[src/rtl/mem_arbiter.sv]
// mem_arbiter: shares the single-port 32x8 VeriRISC memory between the CPU
// (port A) and the program loader / debug port (port B). Each cycle it grants
// one port with round-robin on ties. A granted port that also asserts lock_x
// holds the memory exclusively for at most MAX_LOCK cycles.
module mem_arbiter #(
    parameter int ADDR_W   = 5,
    parameter int DATA_W   = 8,
    parameter int MAX_LOCK = 8
) (
    input  logic              clk,
    input  logic              reset,
    input  logic              req_a,
    input  logic              we_a,
    input  logic [ADDR_W-1:0] addr_a,
    input  logic [DATA_W-1:0] wdata_a,
    input  logic              lock_a,
    output logic              gnt_a,
    output logic              rvalid_a,
    output logic [DATA_W-1:0] rdata_a,
    input  logic              req_b,
    input  logic              we_b,
    input  logic [ADDR_W-1:0] addr_b,
    input  logic [DATA_W-1:0] wdata_b,
    input  logic              lock_b,
    output logic              gnt_b,
    output logic              rvalid_b,
    output logic [DATA_W-1:0] rdata_b,
    output logic              mem_rd,
    output logic              mem_wr,
    output logic [ADDR_W-1:0] mem_addr,
    output logic [DATA_W-1:0] mem_wdata,
    input  logic [DATA_W-1:0] mem_rdata
);

    typedef enum logic [1:0] {
        ARB    = 2'd0,
        LOCK_A = 2'd1,
        LOCK_B = 2'd2
    } state_t;

    localparam logic [7:0] LOCK_LIMIT = 8'(MAX_LOCK);

    state_t     state, state_nxt;
    logic       last, last_nxt;          // 0: A was granted last, 1: B
    logic [7:0] lock_cnt, lock_cnt_nxt;
    logic       barred_a, barred_a_nxt;  // A may not re-lock until B is granted
    logic       barred_b, barred_b_nxt;  // B may not re-lock until A is granted
    logic       grant_a, grant_b;        // arbitration result before reset gating

    // Arbitration: round-robin in ARB, owner-only while a lock is held
    always_comb begin
        grant_a = 1'b0;
        grant_b = 1'b0;
        unique case (state)
            ARB: begin
                if (req_a && req_b) begin
                    grant_a = last;
                    grant_b = ~last;
                end else begin
                    grant_a = req_a;
                    grant_b = req_b;
                end
            end
            LOCK_A:  grant_a = req_a;
            LOCK_B:  grant_b = req_b;
            default: ;
        endcase
    end

    // Next state: lock entry, voluntary exit, forced exit at the lock limit
    always_comb begin
        state_nxt    = state;
        last_nxt     = last;
        lock_cnt_nxt = lock_cnt;
        barred_a_nxt = barred_a;
        barred_b_nxt = barred_b;

        if (grant_a) begin
            last_nxt     = 1'b0;
            barred_b_nxt = 1'b0;
        end
        if (grant_b) begin
            last_nxt     = 1'b1;
            barred_a_nxt = 1'b0;
        end

        unique case (state)
            ARB: begin
                if (grant_a && lock_a && !barred_a) begin
                    state_nxt    = LOCK_A;
                    lock_cnt_nxt = 8'd1;
                end else if (grant_b && lock_b && !barred_b) begin
                    state_nxt    = LOCK_B;
                    lock_cnt_nxt = 8'd1;
                end
            end
            LOCK_A: begin
                if (!lock_a) begin
                    state_nxt    = ARB;
                    lock_cnt_nxt = '0;
                end else if (lock_cnt == LOCK_LIMIT) begin
                    // Forced release: A must see B granted before locking again
                    state_nxt    = ARB;
                    lock_cnt_nxt = '0;
                    last_nxt     = 1'b0;
                    barred_a_nxt = 1'b1;
                end else begin
                    lock_cnt_nxt = lock_cnt + 8'd1;
                end
            end
            LOCK_B: begin
                if (!lock_b) begin
                    state_nxt    = ARB;
                    lock_cnt_nxt = '0;
                end else if (lock_cnt == LOCK_LIMIT) begin
                    state_nxt    = ARB;
                    lock_cnt_nxt = '0;
                    last_nxt     = 1'b1;
                    barred_b_nxt = 1'b1;
                end else begin
                    lock_cnt_nxt = lock_cnt + 8'd1;
                end
            end
            default: begin
                state_nxt    = ARB;
                lock_cnt_nxt = '0;
            end
        endcase
    end

    // Arbitration state register
    always_ff @(posedge clk or negedge reset) begin
        if (!reset) begin
            state    <= ARB;
            last     <= 1'b1;
            lock_cnt <= '0;
            barred_a <= 1'b0;
            barred_b <= 1'b0;
        end else begin
            state    <= state_nxt;
            last     <= last_nxt;
            lock_cnt <= lock_cnt_nxt;
            barred_a <= barred_a_nxt;
            barred_b <= barred_b_nxt;
        end
    end

    // Grants and memory strobes; reset forces everything inactive at once
    always_comb begin
        gnt_a     = reset & grant_a;
        gnt_b     = reset & grant_b;
        mem_rd    = reset & ((grant_a & ~we_a) | (grant_b & ~we_b));
        mem_wr    = reset & ((grant_a & we_a) | (grant_b & we_b));
        mem_addr  = '0;
        mem_wdata = '0;
        if (reset) begin
            mem_addr  = grant_b ? addr_b  : addr_a;
            mem_wdata = grant_b ? wdata_b : wdata_a;
        end
    end

    // Read-return flags, one cycle after a read grant
    always_ff @(posedge clk or negedge reset) begin
        if (!reset) begin
            rvalid_a <= 1'b0;
            rvalid_b <= 1'b0;
        end else begin
            rvalid_a <= grant_a & ~we_a;
            rvalid_b <= grant_b & ~we_b;
        end
    end

    assign rdata_a = mem_rdata;
    assign rdata_b = mem_rdata;

endmodule
[config.mk]
export PLATFORM = sky130hd
export DESIGN_NAME = mem_arbiter
export DESIGN_NICKNAME = d
export VERILOG_FILES = /design/src/rtl/mem_arbiter.sv
export SDC_FILE = /design/constraint.sdc
export NUM_CORES = 1
export LEC_CHECK = 0
export BUFFER_PORTS_ARGS = -buffer_cell sky130_fd_sc_hd__buf_2
export CAP_MARGIN = 5
export CELL_PAD_IN_SITES_DETAIL_PLACEMENT = 1
export CELL_PAD_IN_SITES_GLOBAL_PLACEMENT = 2
export CORE_MARGIN = 1
export CORE_UTILIZATION = 24
export CTS_BUF_LIST = sky130_fd_sc_hd__clkbuf_16
export DETAILED_ROUTE_END_ITERATION = 8
export GPL_TIMING_DRIVEN = 1
export PLACE_DENSITY_LB_ADDON = 0.1
export REMOVE_ABC_BUFFERS = 1
export SLEW_MARGIN = 20
export SYNTH_ARGS = -nofsm -noshare
export SYNTH_HDL_FRONTEND = slang
export SYNTH_SLANG_ARGS = --single-unit
[constraint.sdc]
create_clock -name clk -period 3.3 [get_ports clk]
set_clock_uncertainty 0.2 [all_clocks]
set_input_delay 0.33 -clock clk [delete_from_list [all_inputs] [get_ports clk]]
set_output_delay 0.33 -clock clk [all_outputs]
set_load 0.02 [all_outputs]
==> qor.csv, run 1 <==
metric,value,unit
total vias in the final route,1184,
crit end category,primary output,
CTS tree,yes,
gp weighted congestion,0.690,
Synth top area share,0.267,
Mapped Area,1310,um2
post-synthesis cell type count,40,
Main synth FF type,dfrtp_1,
initial antenna violation count,0,
Hold WS,0.0544,ns
"leading cell type in the layout, fill and taps excluded",buf_2,
"slowest stage delay, CP",0.74,ns
RSZ-0062 raised after global routing,no,
PnR Total Power,1.17,mW
Slowest cell on crit path,o21ai_2,
crit start category,flip-flop,
Mapped Cells,142,
TNS Setup,0,ns
number of remaining DRC errors,0,
internal power,0.671,mW
die height,75.9,um
Core Box Area,5170,um2
sequential group share of total power,0.224,
Rel. slew slack,0.368,
TritonCTS Buffers,3,
leading area contributor after synthesis,dfrtp_1,
Syn-to-layout area delta,22.8,%
clock share of power,0.206,
"commonest cells after routing, fill and taps aside","buf_2, nor2_1, dfrtp_1",
post-synthesis sequential area ratio,0.287,
Tmin final,2.99,ns
Clock transition at path regs,0.05,ns
"Worst Setup Slack, final",0.307,ns
H-tree depth,1,
fmax,0.334,GHz
Final period util,0.907,
Max Cap Viol,0,
drt first pass iters,4,
worst path cell trace,inv_1 > ha_1 > a21boi_0 > o21ai_2 > mux2i_1 > nor2_1 > buf_2,
HPWL after DPL,2730,um
largest net degree at the start of global routing,18,
GRT overflow,0,
Synth async-reset ratio,1.00,
antenna cells,0,
crit-path max FO,16,
status,finished clean,
Switch Pwr,0.501,mW
pre-CTS WS,0.545,ns
sw frac,0.427,
Leak Pwr,0.832,nW
Die Wd,75.9,um
slew of the pin with the lowest slew margin,0.948,ns
Yosys Warn Count,0,
clk sinks,15,
Post-synth EDFFs,0,
ratio of cells with drive above 1 in the final layout,0.389,
Root Driver,clkbuf_16,
Starting DRT DRC Count,77,
first-pass GRT wire length,6130,um
Nets,229,
I/O pin count,77,
Clock Latency Late Sink,0.25,ns
maximum vdd drop,0.000220,V
clk buf depth,2,
Initial Util,0.254,
Post-Route WL,3550,um
"Data required, critical path",2.77,ns
Tot GR Track Use,0.129,
postcts setup bufs,0,
Comb power frac,0.570,
Worst Path Arrival,2.46,ns
worst min-delay path class,primary input to flip-flop,
Vias/cell,4.74,
full die area,5760,um2
Area contributors post-synth,"dfrtp_1, mux2i_1, buf_4, nor2_1, ha_1",
Seq cells post-synth,15,
drt wl/cell,14.2,um
Power per Cell Area,728,nW/um2
final antenna-violating net count,0,
number of global-route vias before repair,1313,
# rows,26,
Port Buf Inserts,52,
Pins Over Slew Limit,0,
Crit Path Category,flip-flop to primary output,
Finish-stage setup viols,0,
Syn Area/Cell,9.23,um2
final hold violations,0,
-- through the flow --
stage	utilization	instances	instance area, um2
3_3_place_gp	0.294	245	1520
2_1_floorplan	-	121	1150
6_report	0.311	250	1610
4_1_cts	0.311	250	1610
3_5_place_dp	0.294	245	1520
5_1_grt	0.311	250	1610
-- power groups by stage --
stage	Clock (mW)	Sequential, mW	Combinational, mW
5_1_grt	0.255	0.270	0.739
3_3_place_gp	0	0.264	0.663
2_1_floorplan	0	0.262	0.483
3_5_place_dp	0	0.266	0.672
6_report	0.242	0.262	0.668
4_1_cts	0.246	0.263	0.679
-- kinds of logic (layout without fill, tap and decap cells) --
group / after synthesis / count (layout) / synth area share
AO/OA/AOI/OAI: 31 / 31 / 0.216
adder cells (fa/ha/maj): 6 / 6 / 0.0573
buffers and inverters: 29 / 67 / 0.142
flip-flops: 15 / 15 / 0.287
multiplexers: 15 / 15 / 0.116
AND/OR/NAND/NOR: 46 / 46 / 0.181
-- synthesized netlist by cell type (3+ instances only) --
cell type,count
nand2_1,5
mux2i_1,13
o22ai_1,5
nor3b_1,5
buf_4,16
a22o_1,8
ha_1,6
dfrtp_1,14
nor3_1,4
nor2_1,21
a32o_1,3
inv_1,8
-- final timing paths --
kind                                         start                    to  slack [ns]  cells past startpoint
min in group asynchronous                    reset    barred_b$_DFF_PN0_        0.36                      2
hold reg to reg                 barred_b$_DFF_PN0_    barred_b$_DFF_PN0_        0.32                      1
setup reg to reg           lock_cnt[0]$_DFFE_PN0P_  state[1]$_DFFE_PN0P_        0.71                      6
setup / recovery              state[0]$_DFFE_PN0P_           mem_addr[4]        0.31                      7
max in group asynchronous                    reset        last$_DFF_PN1_        2.22                      2
hold / removal                                we_b    rvalid_b$_DFF_PN0_        0.05                      2
-- registers in the layout, indices dropped and copies added (netlist names) --
register and flops:
state 2, barred_a 1, last 1, rvalid_a 1, barred_b 1, lock_cnt 8
rvalid_b 1
-- final cells by class --
type                    count  area (um2)
clock buffers               3        75.1
clock inverters             1        3.75
fillers                   615        3560
inverters                   8        30.0
multi-input cells          98         752
flip-flops and latches     15         377
well taps                  70        87.6
repair buffers             55         285
-- critical path, delay by kind of cell, from the launching register on --
kind / cells / cell delay (ns)
AOI/OAI and AO/OA: 2 / 0.91
adders and majority gates: 1 / 0.30
buffers and inverters: 2 / 0.26
DFF: 1 / 0.40
muxes: 1 / 0.28
and+or+nand+nor: 1 / 0.06
-- routing by layer --
layer / vias up / GRT usage / wire (um)
met2: 68 / 0.210 / 1600
met3: 5 / 0.0506 / 332
met1: 538 / 0.153 / 1570
met5: - / 0 / 0
met4: 0 / 0.0519 / 55
li1: 573 / - / -
-- timing repair --
action / in CTS / in global routing
hold buffers: 1 / 0
gates resized for setup: 0 / 0
endpoints found under the hold margin: 14 / 0
(Power assumes the default switching activity.)
==> run 2, diff against run 1 <==
--- a/config.mk
+++ b/config.mk
@@ -14,7 +14,7 @@
 export CTS_BUF_LIST = sky130_fd_sc_hd__clkbuf_16
 export DETAILED_ROUTE_END_ITERATION = 8
 export GPL_TIMING_DRIVEN = 1
-export PLACE_DENSITY_LB_ADDON = 0.1
+export PLACE_DENSITY = 0.86
 export REMOVE_ABC_BUFFERS = 1
 export SLEW_MARGIN = 20
 export SYNTH_ARGS = -nofsm -noshare
==> run 2 against run 1 <==
Compared with the run above:
- clock power down 4%
- setup slack better by 0.29 ns
- via count increased by 1.1%
- critical path depth up 1
- clock-buffer cell count is the same
- highest routed layer unchanged
- largest power group unchanged
- final cell count grew 0.40%
- die area stayed put
- sequential cell count stayed put
- fmax increased by 11%
- routed wire length increased by 3.4%
==> qor.csv, run 2 (synthesized netlist as in run 1, its figures left out) <==
metric,value,unit
HPWL after DPL,2930,um
Pins Over Slew Limit,0,
ratio of cells with drive above 1 in the final layout,0.387,
Clock Latency Late Sink,0.25,ns
"Data required, critical path",2.77,ns
gp weighted congestion,0.727,
flop2flop setup slack,0.76,ns
Post-Route WL,3670,um
Tmin final,2.70,ns
final-layout fill cell count,614,
final hold violations,0,
"slowest stage delay, CP",0.40,ns
placed cell count,246,
total vias in the final route,1197,
Max Cap Viol,0,
Port Buf Inserts,52,
worst min-delay path class,primary input to flip-flop,
Starting DRT DRC Count,52,
Slowest cell on crit path,dfrtp_1,
clk buf depth,2,
maximum vdd drop,0.000181,V
first-pass GRT wire length,6030,um
Clock transition at path regs,0.05,ns
number of remaining DRC errors,0,
Syn-to-layout area delta,23.1,%
drt first pass iters,5,
postcts setup bufs,0,
Min-Delay Endpoint,rvalid_b$_DFF_PN0_,
die height,75.9,um
Crit Path Category,flip-flop to primary output,
TNS Setup,0,ns
Regs by FF count,"lock_cnt x8, state x2",
Tot GR Track Use,0.131,
final antenna-violating net count,0,
Nets,230,
Initial Util,0.254,
largest net degree at the start of global routing,18,
RSZ-0062 raised after global routing,no,
Crit path buffers/inverters,3,
"leading cell type in the layout, fill and taps excluded",buf_2,
crit start category,flip-flop,
Finish-stage setup viols,0,
worst reg2reg path depth,6,
Final period util,0.819,
crit-path leading delay family,buffers and inverters,
RR Endpoint,state[1]$_DFFE_PN0P_,
slew of the pin with the lowest slew margin,0.623,ns
Rel. slew slack,0.584,
largest reg by FF count,lock_cnt,
drt wl/cell,14.6,um
"commonest cells after routing, fill and taps aside","buf_2, nor2_1, dfrtp_1",
R2R Path Start,lock_cnt[0]$_DFFE_PN0P_,
I/O pin count,77,
Power per Cell Area,725,nW/um2
fin cells,251,
clk sinks,15,
Hold Buf Count CTS,1,
full die area,5760,um2
antenna cells,0,
worst path cell trace,inv_1 > ha_1 > a21boi_0 > o21ai_1 > buf_4 > mux2i_1 > nor2_1 > buf_2,
origin of the worst min-delay path,we_b,
initial antenna violation count,0,
status,finished clean,
WHS Path Cells,2,
PnR Total Power,1.17,mW
Leak Pwr,0.836,nW
Die Wd,75.9,um
Layout Utilization,0.312,
Vias/cell,4.77,
CTS tree,yes,
fmax,0.370,GHz
# rows,26,
crit end category,primary output,
TritonCTS Buffers,3,
Root Driver,clkbuf_16,
GRT overflow,0,
Core Box Area,5170,um2
crit-path max FO,15,
number of global-route vias before repair,1163,
H-tree depth,1,
Post-CTS Resized,0,
Worst Path Arrival,2.17,ns
max reg flops,8,
## run 2: where the power goes
part,switching [mW],total [mW],internal (mW)
logic,0.386,0.675,0.290
clock network,0.0720,0.232,0.160
registers,0.0367,0.262,0.225
## run 2: how the worst max path moves through the flow
stage,start,endpoint,slack (ns),cells past startpoint
after global routing,state[1]$_DFFE_PN0P_,mem_wdata[7],0.42,8
after detailed placement,lock_cnt[0]$_DFFE_PN0P_,state[1]$_DFFE_PN0P_,0.76,6
final,state[1]$_DFFE_PN0P_,mem_wdata[0],0.60,8
after floorplan,state[0]$_DFFE_PN0P_,mem_wr,0.30,6
after CTS,state[1]$_DFFE_PN0P_,mem_wdata[0],0.61,8
after global placement,lock_cnt[0]$_DFFE_PN0P_,state[1]$_DFFE_PN0P_,0.77,6
## run 2: final cells by class
class | instances | area (um2) | area share
inverter | 8 | 30.0 | 0.0186
timing repair buffer | 56 | 293 | 0.181
clock inverter | 1 | 3.75 | 0.00233
clock buffer | 3 | 75.1 | 0.0465
tap | 70 | 87.6 | 0.0543
multi-input combinational | 98 | 748 | 0.464
sequential | 15 | 377 | 0.233
## run 2: metal layers
layer / track usage / wire length, um
met2: 0.216 / 1860
met3: 0.0735 / 323
met5: 0 / 0
met1: 0.150 / 1480
met4: 0.0173 / 12
## run 2: stage by stage
stage | setup slack [ns] | cell area (um2) | hold slack (ns)
2_1_floorplan | 0.300 | 1150 | -0.166
3_3_place_gp | 0.765 | 1530 | 0.0718
3_5_place_dp | 0.757 | 1530 | 0.0792
4_1_cts | 0.606 | 1610 | 0.0609
5_1_grt | 0.421 | 1610 | 0.0650
6_report | 0.597 | 1610 | 0.0651
==> run 3, diff against run 2 <==
==> constraint.sdc (replaced) <==
create_clock -name clk -period 2.5 [get_ports clk]
set_clock_uncertainty 0.2 [all_clocks]
set_input_delay 0.25 -clock clk [delete_from_list [all_inputs] [get_ports clk]]
set_output_delay 0.25 -clock clk [all_outputs]
set_load 0.02 [all_outputs]
==> run 3 against run 2 <==
Compared with the run above:
- power increased by 53%
- sequential share of layout area decreased by 2.2 points
- highest routed layer unchanged
- first-iteration DRC count decreased by 17%
- global-route usage increased by 1.7 points
- register-to-register slack got worse by 0.60 ns
- non-clock buffer count increased by 14
- die area unchanged
- critical endpoint unchanged
- critical path type unchanged
- hold slack got worse by 0.0082 ns
- clock power increased by 38%
- design area increased by 10%
- setup slack got worse by 0.59 ns
- sequential power increased by 33%
==> qor.csv, run 3 (synthesized netlist as in run 1, its figures left out) <==
metric,value,unit
status,finished clean,
RSZ-0062 raised after global routing,yes,
largest reg by FF count,lock_cnt,
TritonCTS Buffers,3,
clk sinks,15,
internal power,1.06,mW
Leak Pwr,0.905,nW
Switch Pwr,0.723,mW
number of global-route vias before repair,1344,
Finish-stage setup viols,0,
H-tree depth,1,
Starting DRT DRC Count,43,
"leading cell type in the layout, fill and taps excluded",buf_2,
Power per Cell Area,1000,nW/um2
die height,75.9,um
gp weighted congestion,0.720,
Nets,244,
Comb power frac,0.627,
full die area,5760,um2
Port Buf Inserts,52,
drt first pass iters,4,
Slowest cell on crit path,dfrtp_1,
Pins Over Slew Limit,0,
Syn-to-layout area delta,36.0,%
Clock transition at path regs,0.05,ns
Worst Path Arrival,2.04,ns
total vias in the final route,1258,
largest net degree at the start of global routing,17,
Layout Utilization,0.345,
wire length on met2,2100,um
TNS Setup,0,ns
Clock Latency Late Sink,0.25,ns
"commonest cells after routing, fill and taps aside","buf_2, nor2_1, dfrtp_1",
ratio of cells with drive above 1 in the final layout,0.462,
number of remaining DRC errors,0,
wl on met1,1640,um
slew of the pin with the lowest slew margin,0.413,ns
I/O pin count,77,
Max Cap Viol,0,
sw frac,0.405,
flop2flop setup slack,0.16,ns
clk buf depth,2,
Final period util,0.997,
crit-path most repeated cell,buf_4,
met3 WL,334,um
Die Wd,75.9,um
final hold violations,0,
fmax,0.401,GHz
fin cells,265,
Crit Path Category,flip-flop to primary output,
drt wl/cell,15.6,um
crit end category,primary output,
crit start category,flip-flop,
clock share of power,0.179,
worst path cell trace,buf_4 > ha_1 > buf_4 > o21ai_2 > clkbuf_16 > mux2i_2 > nor2_1 > buf_4,
Regs by FF count,"lock_cnt x8, state x2",
Initial Util,0.254,
"slowest stage delay, CP",0.41,ns
antenna cells,0,
Vias/cell,4.75,
CTS tree,yes,
sequential group share of total power,0.195,
placed cell count,252,
Core Box Area,5170,um2
final antenna-violating net count,0,
Rel. slew slack,0.723,
"Data required, critical path",2.05,ns
worst min-delay path class,primary input to flip-flop,
highest routed metal layer,met4,
GRT overflow,0,
Root Driver,clkbuf_16,
Tmin final,2.49,ns
maximum vdd drop,0.000267,V
crit-path max FO,8,
first-pass GRT wire length,6730,um
# rows,26,
HPWL after DPL,3060,um
Post-Route WL,4120,um
Tot GR Track Use,0.147,
initial antenna violation count,0,
max reg flops,8,
run 3: cell types whose count changed in the layout (fill, tap and decap cells not counted), sizes merged:
cell / previous run / this run
buf: 55 / 66
dlygate4sd3: 1 / 3
clkbuf: 3 / 4
run 3: final timing paths:
check                                             start                       to  cells past startpoint
worst max-delay path               state[1]$_DFFE_PN0P_             mem_wdata[0]                      8
worst min-delay path                             lock_b           last$_DFF_PN1_                      3
min in group asynchronous                         reset  lock_cnt[4]$_DFFE_PN0P_                      3
max in group asynchronous                         reset           last$_DFF_PN1_                      3
worst min register to register       barred_b$_DFF_PN0_       barred_b$_DFF_PN0_                      1
worst max register to register  lock_cnt[0]$_DFFE_PN0P_  lock_cnt[3]$_DFFE_PN0P_                      7
run 3: worst max-delay path: cells and delay by family, from the launching register on:
| family | cells | cell delay [ns] |
|---|---|---|
| DFF | 1 | 0.41 |
| adders and majority gates | 1 | 0.19 |
| muxes | 1 | 0.20 |
| buffers and inverters | 4 | 0.68 |
| and+or+nand+nor | 1 | 0.07 |
| AOI/OAI and AO/OA | 1 | 0.23 |
run 3: final cells by class:
type	count	area [um2]
fillers	641	3390
clock buffers	3	75.1
inverters	8	30.0
flip-flops and latches	15	377
repair buffers	70	430
well taps	70	87.6
clock inverters	1	3.75
multi-input cells	98	779
run 3: repair_timing:
item	4_1_cts	5_1_grt
endpoints found under the setup margin	2	15
resized for setup	2	11
hold buffers	3	0
cloned	0	1
buffers inserted	0	5
endpoints found under the hold margin	16	0
pin swaps	0	3
run 3: metal layers:
metal / vias up / track usage
met1: 616 / 0.164
met2: 38 / 0.244
met3: 4 / 0.0675
li1: 600 / -
met5: - / 0
met4: 0 / 0.0577
run 3: stage by stage:
stage               hold slack, ns  total power [mW]  instance area, um2  setup WS (ns)
floorplan                   -0.246             0.984                1150         -0.420
global placement            0.0260              1.29                1580          0.225
detailed placement          0.0304              1.31                1580          0.164
CTS                         0.0516              1.64                1690        0.00730
global route                0.0835              1.92                1780        -0.0708
finish                      0.0568              1.79                1780        0.00655
run 3: power by group through the flow:
stage	Clock, mW	Combinational [mW]	Sequential [mW]
floorplan	0	0.637	0.346
global placement	0	0.944	0.346
detailed placement	0	0.965	0.347
CTS	0.323	0.976	0.346
global route	0.338	1.22	0.356
finish	0.319	1.12	0.348
